$ cat src/rtl/emmc_rx_pkg.sv
// Shared types and constants for the eMMC DDR block receiver.
package emmc_rx_pkg;

    typedef enum logic [2:0] {
        IDLE,
        WAIT_START,
        DATA,
        CRC,
        END_BIT,
        DONE
    } state_t;

    localparam logic [15:0] CRC16_POLY = 16'h1021;
    localparam int          CRC_LEN    = 16;

    localparam int ERR_CRC = 2;
    localparam int ERR_OVF = 1;
    localparam int ERR_TMO = 0;

endpackage

$ cat src/rtl/emmc_ddr_rx_ctrl_crc16_serial.sv
// Bit-serial CRC-16 (x^16+x^12+x^5+1), MSB first, seed 0.
module crc16_serial
    import emmc_rx_pkg::*;
(
    input  logic        clock,
    input  logic        clear,
    input  logic        en,
    input  logic        din,
    output logic [15:0] crc
);

    logic fb;

    assign fb = din ^ crc[15];

    always_ff @(posedge clock) begin
        if (clear) begin
            crc <= '0;
        end else if (en) begin
            crc <= {crc[14:0], 1'b0} ^ (fb ? CRC16_POLY : 16'h0000);
        end
    end

endmodule

$ cat src/rtl/emmc_ddr_rx_ctrl.sv
// eMMC 8-bit DDR single-block receiver: packs DAT bytes into 32-bit FIFO words.
// Optional per-line CRC-16 checking is enabled by defining CRC_CHECK_EN.
module emmc_ddr_rx_ctrl
    import emmc_rx_pkg::*;
#(
    parameter int BLOCK_BYTES    = 512,
    parameter int TIMEOUT_CYCLES = 65535
)
(
    input  logic        clock,
    input  logic        reset,
    input  logic        start,
    input  logic [7:0]  iddr_Q1,
    input  logic [7:0]  iddr_Q2,
    input  logic        fifo_full,
    output logic [31:0] fifo_data_out,
    output logic        fifo_wr_en,
    output logic        busy,
    output logic        done,
    output logic [2:0]  err
);

    localparam int BW = $clog2(BLOCK_BYTES) + 1;
    localparam int TW = $clog2(TIMEOUT_CYCLES + 1);
    localparam logic [BW-1:0] LAST_PAIR = BW'(BLOCK_BYTES - 2);
    localparam logic [TW-1:0] TMO_LAST  = TW'(TIMEOUT_CYCLES - 1);

    state_t        state;
    logic [BW-1:0] bcnt;
    logic [TW-1:0] tcnt;
    logic [3:0]    ccnt;
    logic [15:0]   hi_half;
    logic          crc_bad;

`ifdef CRC_CHECK_EN
    // Engines 0..7 follow DAT[7:0] rising-edge bits, 8..15 the falling-edge bits.
    // The received CRC is shifted in too, so a clean block leaves every remainder zero.
    logic [15:0] crc_din;
    logic [15:0] crc_rem [16];
    logic        crc_en;
    logic        crc_clr;

    assign crc_din = {iddr_Q2, iddr_Q1};
    assign crc_en  = (state == DATA) || (state == CRC);
    assign crc_clr = (state == IDLE) && start;

    for (genvar g = 0; g < 16; g++) begin : g_crc
        crc16_serial u_crc (
            .clock (clock),
            .clear (crc_clr),
            .en    (crc_en),
            .din   (crc_din[g]),
            .crc   (crc_rem[g])
        );
    end

    always_comb begin
        crc_bad = 1'b0;
        for (int i = 0; i < 16; i++) begin
            if (crc_rem[i] != 16'h0000) crc_bad = 1'b1;
        end
    end
`else
    assign crc_bad = 1'b0;
`endif

    // Upper half of the word is held until the second byte pair arrives.
    always_ff @(posedge clock) begin
        if (state == DATA && !bcnt[1]) hi_half <= {iddr_Q1, iddr_Q2};
    end

    always_ff @(posedge clock) begin
        if (reset) begin
            state         <= IDLE;
            bcnt          <= '0;
            tcnt          <= '0;
            ccnt          <= '0;
            fifo_data_out <= '0;
            fifo_wr_en    <= 1'b0;
            busy          <= 1'b0;
            done          <= 1'b0;
            err           <= '0;
        end else begin
            fifo_wr_en <= 1'b0;
            done       <= 1'b0;
            case (state)
                IDLE: begin
                    if (start) begin
                        state <= WAIT_START;
                        busy  <= 1'b1;
                        err   <= '0;
                        tcnt  <= '0;
                        bcnt  <= '0;
                        ccnt  <= '0;
                    end
                end
                WAIT_START: begin
                    if (iddr_Q1 == 8'h00) begin
                        state <= DATA;
                    end else if (tcnt == TMO_LAST) begin
                        err[ERR_TMO] <= 1'b1;
                        state        <= DONE;
                        done         <= 1'b1;
                        busy         <= 1'b0;
                    end else begin
                        tcnt <= tcnt + TW'(1);
                    end
                end
                DATA: begin
                    bcnt <= bcnt + BW'(2);
                    // The card cannot be stalled: a full FIFO costs the word, not the block.
                    if (bcnt[1]) begin
                        fifo_data_out <= {hi_half, iddr_Q1, iddr_Q2};
                        if (fifo_full) err[ERR_OVF] <= 1'b1;
                        else           fifo_wr_en   <= 1'b1;
                    end
                    if (bcnt == LAST_PAIR) state <= CRC;
                end
                CRC: begin
                    ccnt <= ccnt + 4'd1;
                    if (ccnt == 4'(CRC_LEN - 1)) state <= END_BIT;
                end
                END_BIT: begin
                    if (iddr_Q1 != 8'hFF || crc_bad) err[ERR_CRC] <= 1'b1;
                    state <= DONE;
                    done  <= 1'b1;
                    busy  <= 1'b0;
                end
                DONE: begin
                    state <= IDLE;
                end
                default: begin
                    state <= IDLE;
                end
            endcase
        end
    end

endmodule

$ cat config.mk
export PLATFORM = sky130hd
export DESIGN_NAME = emmc_ddr_rx_ctrl
export DESIGN_NICKNAME = d
export VERILOG_FILES = /design/src/rtl/emmc_rx_pkg.sv /design/src/rtl/emmc_ddr_rx_ctrl_crc16_serial.sv /design/src/rtl/emmc_ddr_rx_ctrl.sv
export SDC_FILE = /design/constraint.sdc
export NUM_CORES = 1
export LEC_CHECK = 0
export BUFFER_PORTS_ARGS = -buffer_cell sky130_fd_sc_hd__buf_2
export CAP_MARGIN = 20
export CORE_MARGIN = 5
export CORE_UTILIZATION = 58
export CTS_BUF_LIST = sky130_fd_sc_hd__clkbuf_4 sky130_fd_sc_hd__clkbuf_8
export DETAILED_ROUTE_END_ITERATION = 6
export GPL_ROUTABILITY_DRIVEN = 1
export GPL_TIMING_DRIVEN = 0
export PLACE_DENSITY = 0.84
export SKIP_CTS_REPAIR_TIMING = 1
export SLEW_MARGIN = 5
export SYNTH_ARGS = -nofsm -noshare
export SYNTH_HDL_FRONTEND = slang
export SYNTH_HIERARCHICAL = 1
export SYNTH_SLANG_ARGS = --single-unit
export TNS_END_PERCENT = 20
$ cat constraint.sdc
create_clock -name clock -period 2.32 [get_ports clock]
set_input_delay 0.464 -clock clock [delete_from_list [all_inputs] [get_ports clock]]
set_output_delay 0.464 -clock clock [all_outputs]
set_load 0.01 [all_outputs]
======== After elaboration in Yosys (flattened, before gate mapping) ========
Index checks and enable logic that the tools add are counted.
Widths: inputs -> output; s select.
storage, ports and cells
  output and inout port bits .............. 38
  word-level logic and storage cells ...... 85
  bits of input ports ..................... 20
  register bits ........................... 87
operators by class
  bitwise operators ....................... 2
  reduce and logical (&&, ||, !) cells .... 19
  $add $sub $neg .......................... 3
  eq/ne operators ......................... 18
  mux-type cells .......................... 31
operator list
  kind                   number
  $mux 16                3
  $pmux 16 s2            1
  $pmux 10 s2            1
  $reduce_and 4->1       5
  $mux 3                 6
  $add 16x1->16 const B  1
  $eq 16x16->1 const B   1
  $ne 2x2->1 const B     8
  $pmux 3 s5             1
  $mux 1                 11
  $add 10x2->10 const B  1
  $eq 10x9->1 const B    1
  $mux 10                1
  $logic_not 8->1        1
  $ne 8x8->1 const B     1
  $pmux 1 s2             4
  $pmux 4 s2             1
  $reduce_bool 2->1      4
  $eq 3x2->1 const B     2
  $reduce_and 2->1       3
  $add 4x1->4 const B    1
  $eq 4x4->1 const B     1
  $mux 4                 1
  $eq 3x1->1 const B     1
  other kinds (11)       12

======== Longest topological paths before layout ========
Gate-level depths: netlist (run 1).
  word-level depth ........................ 4
  depth in mapped cells ................... 8
  depth with buffers taken out ............ 6

======== Worst setup path before layout (run 1) ========
OpenSTA, ideal clock, no wires.
  path type ............................... register to register
  start point ............................. register state[1]
  end point ............................... register hi_half[0] (enable)
  library setup time ...................... 0.388 ns
  setup slack ............................. 0.192 ns
  clock period less this slack ............ 2.128 ns
  required time ........................... 1.932 ns
  stages on the path, launching flop included .. 5
  arrival time ............................ 1.739 ns
  buffers on the path ..................... 2
  cell sequence ........................... dfxtp_1 clkbuf_1 or3b_1 clkbuf_1 nor2_1
between the ends
  word-level cells in the longest chain between the ends .. 2
RTL lines
  what                    line                    source
  start, declared         emmc_ddr_rx_ctrl.sv:28  state_t state;
  start signal, assigned  emmc_ddr_rx_ctrl.sv:74  state <= IDLE;
  start signal, assigned  emmc_ddr_rx_ctrl.sv:89  state <= WAIT_START;
  start signal, assigned  emmc_ddr_rx_ctrl.sv:99  state <= DATA;
  $eq 3x2->1              emmc_ddr_rx_ctrl.sv:69  if (state == DATA && !bcnt[1]) hi_half <= {iddr_Q1, iddr_Q2};
  $logic_and 1x1->1       emmc_ddr_rx_ctrl.sv:69
  end signal, assigned    emmc_ddr_rx_ctrl.sv:69
  end, declared           emmc_ddr_rx_ctrl.sv:32  logic [15:0] hi_half;
No other way between the ends.
A chain may end at the register's enable or synchronous reset.

======== Final worst setup path (run 1) ========
  start point ............................. register state[1]
  end point ............................... register hi_half[14] (enable)
The elaborated chain is that of the path after synthesis.

==> impl_metrics.env, run 1 <==
export IMPL_track_usage_pct=22.2
export IMPL_fin_worst_skew_ns=0.00884
export IMPL_cts_tree="yes"
export IMPL_worst_setup_path_start_kind="register"
export IMPL_gr_total_overflow=0
export IMPL_wl_per_cell_um=15.6
export IMPL_vias=3365
export IMPL_hold_violations=0
export IMPL_timing_final_crit_share_pct=95.6
export IMPL_fillers=521
export IMPL_die_w_um=89.7
export IMPL_final_nets=509
export IMPL_slew_headroom_pct=56.6
export IMPL_io_buffers=57
export IMPL_postSynthAreaPerCell_um2=8.87
export IMPL_reg2regPathDepth=5
export IMPL_net_switching_power_w=0.000695
export IMPL_syn_area_um2=3690
export IMPL_num_rows=29
export IMPL_h_tree_depth=3
export IMPL_min_to="hi_half[7]$_DFFE_PP_"
export IMPL_antenna_found_initial=0
export IMPL_drive_gt1_share_pct=18.2
export IMPL_crit_top_cell="clkbuf_1"
export IMPL_path_clk_slew_ns=0.09
export IMPL_dieArea_um2=8050
export IMPL_worst_pin_slew_ns=0.649
export IMPL_grt_setup_unrepaired="true"
export IMPL_yosysSeqAreaShare_pct=51.0
export IMPL_critPathCaptureType="register"
export IMPL_reg2reg_slack_ns=0.10
export IMPL_holdWs_ns=0.292
export IMPL_initial_core_util_pct=58.8
export IMPL_r2r_start="state[1]$_SDFFE_PP0P_"
export IMPL_io_pins=58
export IMPL_worstSkewPairLatency_ns=0.36
export IMPL_clkSinkCount=86
export IMPL_drv_cap=0
export IMPL_critPathMaxStageDelay_ns=0.39
export IMPL_drt_iter0_drc=205
export IMPL_hold_class="in2reg"
export IMPL_via_per_inst=5.93
export IMPL_gp_congestion=0.856
export IMPL_drv_slew=0
export IMPL_cp_max_fo=9
export IMPL_drcViolationCount=0
export IMPL_wirelength_um=8870
export IMPL_critical_path_class="reg2reg"
export IMPL_die_h_um=89.7
export IMPL_crit_chain="clkbuf_1 > or3b_1 > clkbuf_1 > nor2_2 > buf_4"
export IMPL_setup_violations=0
export IMPL_drt_pass1_iterations=5
export IMPL_sw_frac_of_total_pct=25.7
export IMPL_p_seq_share_pct=56.7
export IMPL_min_period_ns=2.22
export IMPL_hold_depth=1
export IMPL_grt_pass1_vias=3086
export IMPL_yosysWarnings=6
export IMPL_critPathRequiredTime_ns=2.39
export IMPL_leakage_nw=1.66
export IMPL_cts_buffer_depth=2
export IMPL_place_hpwl_um=6360
export IMPL_ys_ff_latch=86
export IMPL_synth_cell_types=52
export IMPL_root_buffer="clkbuf_8"
export IMPL_synthFlopType="dfxtp_1"
export IMPL_async_reset_ff_share_pct=0
export IMPL_n_antenna_cell=0
export IMPL_hold_start="iddr_Q2[7]"
export IMPL_syn_inst=416
export IMPL_internal_power_w=0.00201
export IMPL_cpMaxStageDelayCell="nor2_2"
export IMPL_grt_pass1_wl_um=14900
export IMPL_syn_to_final_growth_pct=16.6
export IMPL_powerDensity_nw_per_um2=630
export IMPL_outcome="finished clean"
export IMPL_core_um2=6280
export IMPL_synth_nets=440
export IMPL_grt_max_degree=17
export IMPL_numCtsBuffers=9
export IMPL_combPwrFrac_pct=5.9
export IMPL_clock_fmax_mhz=451
export IMPL_fin_util_pct=68.5
export IMPL_synth_edf_count=16
export IMPL_clockPowerShare_pct=37.3
export IMPL_vdd_drop_max_v=0.000417
export IMPL_ant_nets=0
export IMPL_worstPathArrival_ns=2.28
export IMPL_r2r_end="hi_half[14]$_DFFE_PP_"
-- synth_stat cells (3+ instances only) --
library cell / n / area [um^2]
o211ai_1: 3 / 22.5
nor4_1: 9 / 56.3
a22oi_1: 3 / 22.5
and3_1: 4 / 25.0
inv_1: 4 / 15.0
clkbuf_1: 21 / 78.8
nand2_1: 87 / 327
edfxtp_1: 16 / 480
buf_2: 4 / 20.0
a211o_1: 10 / 87.6
a211oi_1: 3 / 22.5
o21ai_0: 5 / 25.0
a311oi_1: 3 / 26.3
nand4_1: 13 / 81.3
nor3_1: 15 / 75.1
or4_1: 9 / 67.6
nor2_1: 32 / 120
a31oi_1: 5 / 31.3
and4_1: 6 / 52.6
a21oi_1: 43 / 215
nand3_1: 10 / 50.1
ha_1: 4 / 50.1
dfxtp_1: 70 / 1400
-- power groups by stage --
stage	Clock (W)	Sequential (W)	Combinational, W
2_1_floorplan	0	0.00157	0.0000876
6_report	0.00101	0.00154	0.000161
4_1_cts	0.00101	0.00154	0.000153
5_1_grt	0.00108	0.00154	0.000175
3_3_place_gp	0	0.00157	0.000150
3_5_place_dp	0	0.00157	0.000152
-- per-layer routing --
layer | track usage (%) | part of all wire [%] | vias up
li1 | - | - | 1650
met1 | 28.4 | 41 | 1588
met2 | 36.5 | 50 | 112
met3 | 5.43 | 7.0 | 15
met4 | 7.68 | 1.5 | 0
met5 | 0 | 0 | -
-- registers in the layout (all words and copies together), names as in the netlist --
signal         cells
state              3
err                3
done               1
tcnt              16
busy               1
fifo_wr_en         1
bcnt               9
hi_half           16
fifo_data_out     32
ccnt               4
-- worst max-delay path by stage --
stage / slack (ns) / from / end
2_1_floorplan: 0.19 / state[1]$_SDFFE_PP0P_ / hi_half[0]$_DFFE_PP_
3_3_place_gp: -0.20 / state[1]$_SDFFE_PP0P_ / hi_half[9]$_DFFE_PP_
3_5_place_dp: -0.07 / state[0]$_SDFFE_PP0P_ / tcnt[8]$_SDFFE_PP0P_
4_1_cts: -0.12 / state[0]$_SDFFE_PP0P_ / tcnt[8]$_SDFFE_PP0P_
5_1_grt: -0.06 / state[1]$_SDFFE_PP0P_ / fifo_data_out[19]$_SDFFE_PP0N_
6_report: 0.10 / state[1]$_SDFFE_PP0P_ / hi_half[14]$_DFFE_PP_
-- through the flow --
step,setup slack (ns),cells,setup TNS (ns),total power [W],cell area (um^2)
floorplan,0.192,416,0,0.00166,3690
global placement,-0.202,550,-3.30,0.00172,4070
detailed placement,-0.0677,551,-0.359,0.00172,4080
CTS,-0.117,567,-0.677,0.00270,4270
global route,-0.0563,567,-0.475,0.00280,4300
finish,0.102,567,0,0.00271,4300
-- area by class of cell --
type | count | area [um^2] | area share [%]
clock buffers | 10 | 138 | 3.20
plain buffers | 27 | 115 | 2.68
repair buffers | 58 | 293 | 6.81
inverters | 4 | 15.0 | 0.349
multi-input cells | 299 | 1710 | 39.8
well taps | 77 | 96.3 | 2.24
flip-flops and latches | 86 | 1880 | 43.7
clock inverters | 6 | 52.6 | 1.22
-- kinds of logic (layout without fill, tap and decap cells) --
| group | after synthesis | count (layout) | synth area share (%) |
|---|---|---|---|
| compound gates | 86 | 86 | 15.0 |
| xor+xnor | 2 | 2 | 0.475 |
| fa+ha+maj | 4 | 4 | 1.36 |
| buf+inv | 31 | 105 | 3.49 |
| flops | 86 | 86 | 51.0 |
| mux | 2 | 2 | 0.611 |
| simple gates | 205 | 205 | 28.1 |
-- worst max-delay path: cells and delay by family (launching register included) --
kind,cells,cell delay [ns]
buf+inv,3,0.82
simple gates,2,0.77
flops,1,0.32
-- placed cells by master, fill, tap and decap left out, drive strengths merged, types with 3 or more instances in the layout --
| master | n |
|---|---|
| clkbuf | 31 |
| dfxtp | 70 |
| buf | 64 |
| nor3 | 15 |
| nor4 | 10 |
| nand4 | 14 |
| o21ai | 7 |
| edfxtp | 16 |
| ha | 4 |
| nor4b | 3 |
| nand3 | 10 |
| o211ai | 3 |
| or4 | 9 |
| inv | 7 |
| a31oi | 5 |
| nor2 | 32 |
| a21oi | 43 |
| a22oi | 3 |
| a211o | 10 |
| and3 | 4 |
| nand2 | 87 |
| and4 | 6 |
| a311oi | 3 |
| a211oi | 4 |
| nor3b | 3 |
Note: power is estimated with default switching activity, not from simulation.
==> inputs of run 2 (changes only) <==
--- a/config.mk
+++ b/config.mk
@@ -8,12 +8,12 @@
 export BUFFER_PORTS_ARGS = -buffer_cell sky130_fd_sc_hd__buf_2
 export CAP_MARGIN = 20
 export CORE_MARGIN = 5
-export CORE_UTILIZATION = 58
+export CORE_UTILIZATION = 53
 export CTS_BUF_LIST = sky130_fd_sc_hd__clkbuf_4 sky130_fd_sc_hd__clkbuf_8
 export DETAILED_ROUTE_END_ITERATION = 6
 export GPL_ROUTABILITY_DRIVEN = 1
 export GPL_TIMING_DRIVEN = 0
-export PLACE_DENSITY = 0.84
+export PLACE_DENSITY = 0.81
 export SKIP_CTS_REPAIR_TIMING = 1
 export SLEW_MARGIN = 5
 export SYNTH_ARGS = -nofsm -noshare
==> constraint.sdc (replaced) <==
create_clock -name clock -period 2 [get_ports clock]
set_input_delay 0.4 -clock clock [delete_from_list [all_inputs] [get_ports clock]]
set_output_delay 0.4 -clock clock [all_outputs]
set_load 0.01 [all_outputs]
==> run 2 against run 1 <==
First-iteration DRC count rose by 20%; final cell count rose by 4.1%; via count rose by 3.2%; clock power rose by 38%; count of clock-buffer cells in the layout fell by 1; largest cell class unchanged; clock skew fell by 0.0017 ns.
==> impl_metrics.env, run 2 (synthesized netlist as in run 1, its figures left out) <==
export IMPL_slew_headroom_pct=56.0
export IMPL_drv_cap=0
export IMPL_wl_met1_um=3950
export IMPL_min_period_ns=1.98
export IMPL_die_w_um=93.4
export IMPL_fillers=505
export IMPL_h_tree_depth=3
export IMPL_worst_pin_slew_ns=0.657
export IMPL_r2r_end="tcnt[14]$_SDFFE_PP0P_"
export IMPL_wirelength_um=9400
export IMPL_reg2reg_slack_ns=0.02
export IMPL_numCtsBuffers=9
export IMPL_drv_slew=0
export IMPL_cts_buffer_depth=2
export IMPL_routed_wl_met3_um=589
export IMPL_track_usage_pct=20.9
export IMPL_final_nets=513
export IMPL_final_cell_mix="87 x nand2_1, 60 x buf_2, 57 x dfxtp_1"
export IMPL_dpl_worst_slack_ns=-0.297
export IMPL_gp_congestion=0.828
export IMPL_net_switching_power_w=0.000816
export IMPL_largest_reg_flops=32
export IMPL_worst_setup_path_start_kind="register"
export IMPL_layout_commonest_cell="nand2_1"
export IMPL_drive_gt1_share_pct=24.7
export IMPL_syn_to_final_growth_pct=22.4
export IMPL_worstPathArrival_ns=2.26
export IMPL_antenna_found_initial=0
export IMPL_root_buffer="clkbuf_8"
export IMPL_vdd_drop_max_v=0.000513
export IMPL_clkSinkCount=86
export IMPL_drt_pass1_iterations=5
export IMPL_cts_tree="yes"
export IMPL_combPwrFrac_pct=5.9
export IMPL_grt_setup_unrepaired="true"
export IMPL_internal_power_w=0.00255
export IMPL_setup_violations=0
export IMPL_leakage_nw=1.76
export IMPL_timing_final_crit_share_pct=98.8
export IMPL_initial_core_util_pct=54.3
export IMPL_clockPowerShare_pct=41.2
export IMPL_via_per_inst=5.89
export IMPL_startpoint="tcnt[1]$_SDFFE_PP0P_"
export IMPL_gr_total_overflow=0
export IMPL_n_antenna_cell=0
export IMPL_wl_per_cell_um=15.9
export IMPL_clock_fmax_mhz=506
export IMPL_drcViolationCount=0
export IMPL_fin_util_pct=66.4
export IMPL_place_hpwl_um=6260
export IMPL_crit_path_end="tcnt[14]$_SDFFE_PP0P_"
export IMPL_timing_final_ws_setup_ns=0.0234
export IMPL_grt_pass1_wl_um=14500
export IMPL_fin_worst_skew_ns=0.00714
export IMPL_top_register="fifo_data_out"
export IMPL_worstSkewPairLatency_ns=0.35
export IMPL_ant_nets=0
export IMPL_dieArea_um2=8730
export IMPL_sw_frac_of_total_pct=24.2
export IMPL_wl_met2_um=4720
export IMPL_num_rows=30
export IMPL_io_buffers=57
export IMPL_vias=3473
export IMPL_top_layer_used="met4"
export IMPL_die_h_um=93.4
export IMPL_reg2regPathDepth=5
export IMPL_r2r_start="tcnt[1]$_SDFFE_PP0P_"
export IMPL_hold_class="in2reg"
export IMPL_outcome="finished clean"
export IMPL_p_seq_share_pct=52.9
export IMPL_core_um2=6790
export IMPL_path_clk_slew_ns=0.09
export IMPL_top_regs="fifo_data_out (32), hi_half (16), tcnt (16)"
export IMPL_drt_iter0_drc=245
export IMPL_cp_max_fo=9
export IMPL_critPathCaptureType="register"
export IMPL_io_pins=58
export IMPL_powerDensity_nw_per_um2=746
export IMPL_critPathRequiredTime_ns=2.28
export IMPL_hold_violations=0
export IMPL_grt_max_degree=17
export IMPL_critical_path_class="reg2reg"
export IMPL_grt_pass1_vias=3011
## run 2: layer usage
layer	vias up	track usage, %
met5	-	0
met4	0	7.81
met3	15	4.67
met2	133	34.1
met1	1666	27.0
li1	1659	-
## run 2: layout make-up
| class | instances | area, um^2 | area share (%) |
|---|---|---|---|
| Clock inverter | 7 | 103 | 2.27 |
| Clock buffer | 9 | 124 | 2.74 |
| Buffer | 24 | 123 | 2.72 |
| Inverter | 4 | 17.5 | 0.388 |
| Multi-Input combinational cell | 299 | 1770 | 39.2 |
| Timing Repair Buffer | 65 | 349 | 7.73 |
| Tap cell | 96 | 120 | 2.66 |
| Sequential cell | 86 | 1910 | 42.3 |
## run 2: worst min path at each step
stage	startpoint	to	slack, ns	depth (start not counted)
6_report	fifo_full	fifo_wr_en$_SDFF_PP0_	0.22	2
5_1_grt	fifo_full	fifo_wr_en$_SDFF_PP0_	0.21	2
4_1_cts	fifo_full	fifo_wr_en$_SDFF_PP0_	0.21	2
3_5_place_dp	fifo_data_out[20]$_SDFFE_PP0N_	fifo_data_out[20]$_SDFFE_PP0N_	0.44	2
3_3_place_gp	fifo_data_out[20]$_SDFFE_PP0N_	fifo_data_out[20]$_SDFFE_PP0N_	0.44	2
2_1_floorplan	hi_half[0]$_DFFE_PP_	fifo_data_out[16]$_SDFFE_PP0N_	0.47	2
## run 2: power groups by stage
stage	clock network (W)	logic [W]	registers (W)
after floorplan	0	0.000102	0.00182
final	0.00139	0.000199	0.00178
after global placement	0	0.000173	0.00182
after detailed placement	0	0.000176	0.00182
after global routing	0.00148	0.000213	0.00178
after CTS	0.00140	0.000177	0.00178
## run 2: through the flow
stage / setup TNS (ns) / instance area (um^2) / power (W) / cells / hold WS, ns
CTS: -12.29 / 4320 / 0.00336 / 585 / 0.209
floorplan: 0 / 3690 / 0.00192 / 416 / 0.471
global route: -0.156 / 4510 / 0.00348 / 590 / 0.207
finish: 0 / 4510 / 0.00337 / 590 / 0.222
detailed placement: -12.99 / 4100 / 0.00200 / 569 / 0.444
global placement: -10.03 / 4100 / 0.00199 / 569 / 0.439
## run 2: worst max-delay path: stages (launching register included)
cell,delay (ns)
dfxtp_4,0.40
ha_2,0.23
nand3_4,0.13
or4_1,0.52
or4_1,0.44
a31oi_1,0.18
==> inputs of run 3 (changes only) <==
--- a/config.mk
+++ b/config.mk
@@ -5,15 +5,15 @@
 export SDC_FILE = /design/constraint.sdc
 export NUM_CORES = 1
 export LEC_CHECK = 0
-export BUFFER_PORTS_ARGS = -buffer_cell sky130_fd_sc_hd__buf_2
 export CAP_MARGIN = 20
 export CORE_MARGIN = 5
-export CORE_UTILIZATION = 53
+export CORE_UTILIZATION = 40
 export CTS_BUF_LIST = sky130_fd_sc_hd__clkbuf_4 sky130_fd_sc_hd__clkbuf_8
 export DETAILED_ROUTE_END_ITERATION = 6
+export DONT_BUFFER_PORTS = 1
 export GPL_ROUTABILITY_DRIVEN = 1
 export GPL_TIMING_DRIVEN = 0
-export PLACE_DENSITY = 0.81
+export PLACE_DENSITY = 0.59
 export SKIP_CTS_REPAIR_TIMING = 1
 export SLEW_MARGIN = 5
 export SYNTH_ARGS = -nofsm -noshare
==> run 3 against run 2 <==
Via count decreased by 9.4%; core utilization decreased by 20 points; routed wire length about the same; sequential cell count unchanged; clock skew increased by 0.00055 ns; critical path type unchanged; largest cell class unchanged; highest routed layer unchanged.
==> impl_metrics.env, run 3 (synthesized netlist as in run 1, its figures left out) <==
export IMPL_top_register="fifo_data_out"
export IMPL_sw_frac_of_total_pct=26.7
export IMPL_fin_util_pct=46.6
export IMPL_crit_path_end="tcnt[13]$_SDFFE_PP0P_"
export IMPL_dp_cells=527
export IMPL_crit_chain="inv_1 > ha_1 > nand4_1 > or4_1 > buf_6 > a211oi_4 > buf_6 > a211o_1"
export IMPL_hold_violations=0
export IMPL_net_switching_power_w=0.000847
export IMPL_cts_tree="yes"
export IMPL_r2r_end="tcnt[13]$_SDFFE_PP0P_"
export IMPL_place_hpwl_um=6550
export IMPL_die_w_um=106
export IMPL_cts_buffer_depth=2
export IMPL_ant_nets=0
export IMPL_clockPowerShare_pct=38.2
export IMPL_clkSinkCount=86
export IMPL_critPathCaptureType="register"
export IMPL_grt_setup_unrepaired="true"
export IMPL_reg2regPathDepth=8
export IMPL_worst_pin_slew_ns=0.584
export IMPL_cp_buffers_inverters=3
export IMPL_drt_iter0_drc=155
export IMPL_gr_total_overflow=0
export IMPL_startpoint="tcnt[0]$_SDFFE_PP0P_"
export IMPL_critPathRequiredTime_ns=2.30
export IMPL_p_seq_share_pct=56.2
export IMPL_reg2reg_slack_ns=0.04
export IMPL_grt_pass1_wl_um=15000
export IMPL_powerDensity_nw_per_um2=747
export IMPL_antenna_found_initial=0
export IMPL_internal_power_w=0.00232
export IMPL_grt_max_degree=19
export IMPL_cp_max_fo=5
export IMPL_fillers=903
export IMPL_drcViolationCount=0
export IMPL_grt_pass1_vias=2964
export IMPL_final_nets=463
export IMPL_worstSkewPairLatency_ns=0.36
export IMPL_clock_fmax_mhz=510
export IMPL_crit_cells=8
export IMPL_h_tree_depth=3
export IMPL_die_h_um=106
export IMPL_crit_top_cell="buf_6"
export IMPL_cpMaxStageDelayCell="or4_1"
export IMPL_setup_violations=0
export IMPL_initial_core_util_pct=40.5
export IMPL_slew_headroom_pct=61.1
export IMPL_largest_reg_flops=32
export IMPL_drv_slew=0
export IMPL_worst_setup_path_start_kind="register"
export IMPL_core_um2=9110
export IMPL_path_clk_slew_ns=0.10
export IMPL_leakage_nw=1.49
export IMPL_via_per_inst=5.67
export IMPL_min_period_ns=1.96
export IMPL_total_power_w=0.00317
export IMPL_io_buffers=0
export IMPL_fin_cells=555
export IMPL_numCtsBuffers=9
export IMPL_outcome="finished clean"
export IMPL_gp_congestion=0.820
export IMPL_vdd_drop_max_v=0.000400
export IMPL_wirelength_um=9410
export IMPL_num_rows=35
export IMPL_drive_gt1_share_pct=14.6
export IMPL_dieArea_um2=11200
export IMPL_n_antenna_cell=0
export IMPL_critPathMaxStageDelay_ns=0.45
export IMPL_crit_family="simple AND/OR/NAND/NOR gates"
export IMPL_io_pins=58
export IMPL_top_regs="fifo_data_out (32), hi_half (16), tcnt (16)"
export IMPL_critical_path_class="reg2reg"
export IMPL_holdWs_ns=0.103
export IMPL_drv_cap=0
export IMPL_worstPathArrival_ns=2.26
export IMPL_syn_to_final_growth_pct=15.0
export IMPL_wl_per_cell_um=17.0
export IMPL_root_buffer="clkbuf_8"
export IMPL_drt_pass1_iterations=4
export IMPL_combPwrFrac_pct=5.6
export IMPL_timing_final_crit_share_pct=98.0
export IMPL_track_usage_pct=16.6
export IMPL_final_cell_mix="87 x nand2_1, 58 x dfxtp_1, 43 x a21oi_1"
export IMPL_fin_worst_skew_ns=0.00769
export IMPL_hold_class="in2reg"
export IMPL_layout_commonest_cell="nand2_1"
export IMPL_r2r_start="tcnt[0]$_SDFFE_PP0P_"
export IMPL_vias=3145
-- run 3: area by class of cell --
class / instances / area (um^2) / area share, %
plain buffers: 25 / 121 / 2.86
clock buffers: 9 / 124 / 2.92
flip-flops and latches: 86 / 1910 / 45.0
clock inverters: 7 / 73.8 / 1.74
well taps: 111 / 139 / 3.27
multi-input cells: 299 / 1750 / 41.3
repair buffers: 14 / 109 / 2.57
inverters: 4 / 15.0 / 0.354
-- run 3: through the flow --
stage                     setup WS [ns]  cell area (um^2)  setup TNS (ns)
after CTS                        -0.532              4030          -15.67
after global routing            -0.0321              4240         -0.0817
after global placement           -0.471              3830          -12.19
final                            0.0394              4240               0
after floorplan                  0.0670              3690               0
after detailed placement         -0.506              3830          -14.14
-- run 3: worst min path at each step --
stage                                     end  depth (start not counted)            startpoint  slack [ns]
2_1_floorplan  fifo_data_out[16]$_SDFFE_PP0N_                          2  hi_half[0]$_DFFE_PP_        0.47
3_5_place_dp            fifo_wr_en$_SDFF_PP0_                          1             fifo_full        0.49
5_1_grt                 fifo_wr_en$_SDFF_PP0_                          1             fifo_full        0.09
4_1_cts                 fifo_wr_en$_SDFF_PP0_                          1             fifo_full        0.09
6_report                fifo_wr_en$_SDFF_PP0_                          1             fifo_full        0.10
3_3_place_gp   fifo_data_out[19]$_SDFFE_PP0N_                          2  hi_half[3]$_DFFE_PP_        0.47
-- run 3: layer usage --
metal / vias to the layer above / share of wire [%] / GRT usage [%]
li1: 1565 / - / -
met1: 1499 / 44 / 21.0
met2: 71 / 49 / 28.1
met3: 10 / 6.0 / 4.61
met4: 0 / 0.85 / 4.07
met5: - / 0 / 0
-- run 3: power groups by stage --
stage          sequential (W)  combinational [W]  clock (W)
3_3_place_gp          0.00182           0.000145          0
2_1_floorplan         0.00182           0.000102          0
6_report              0.00178           0.000177    0.00121
4_1_cts               0.00179           0.000147    0.00124
5_1_grt               0.00178           0.000192    0.00132
3_5_place_dp          0.00183           0.000147          0
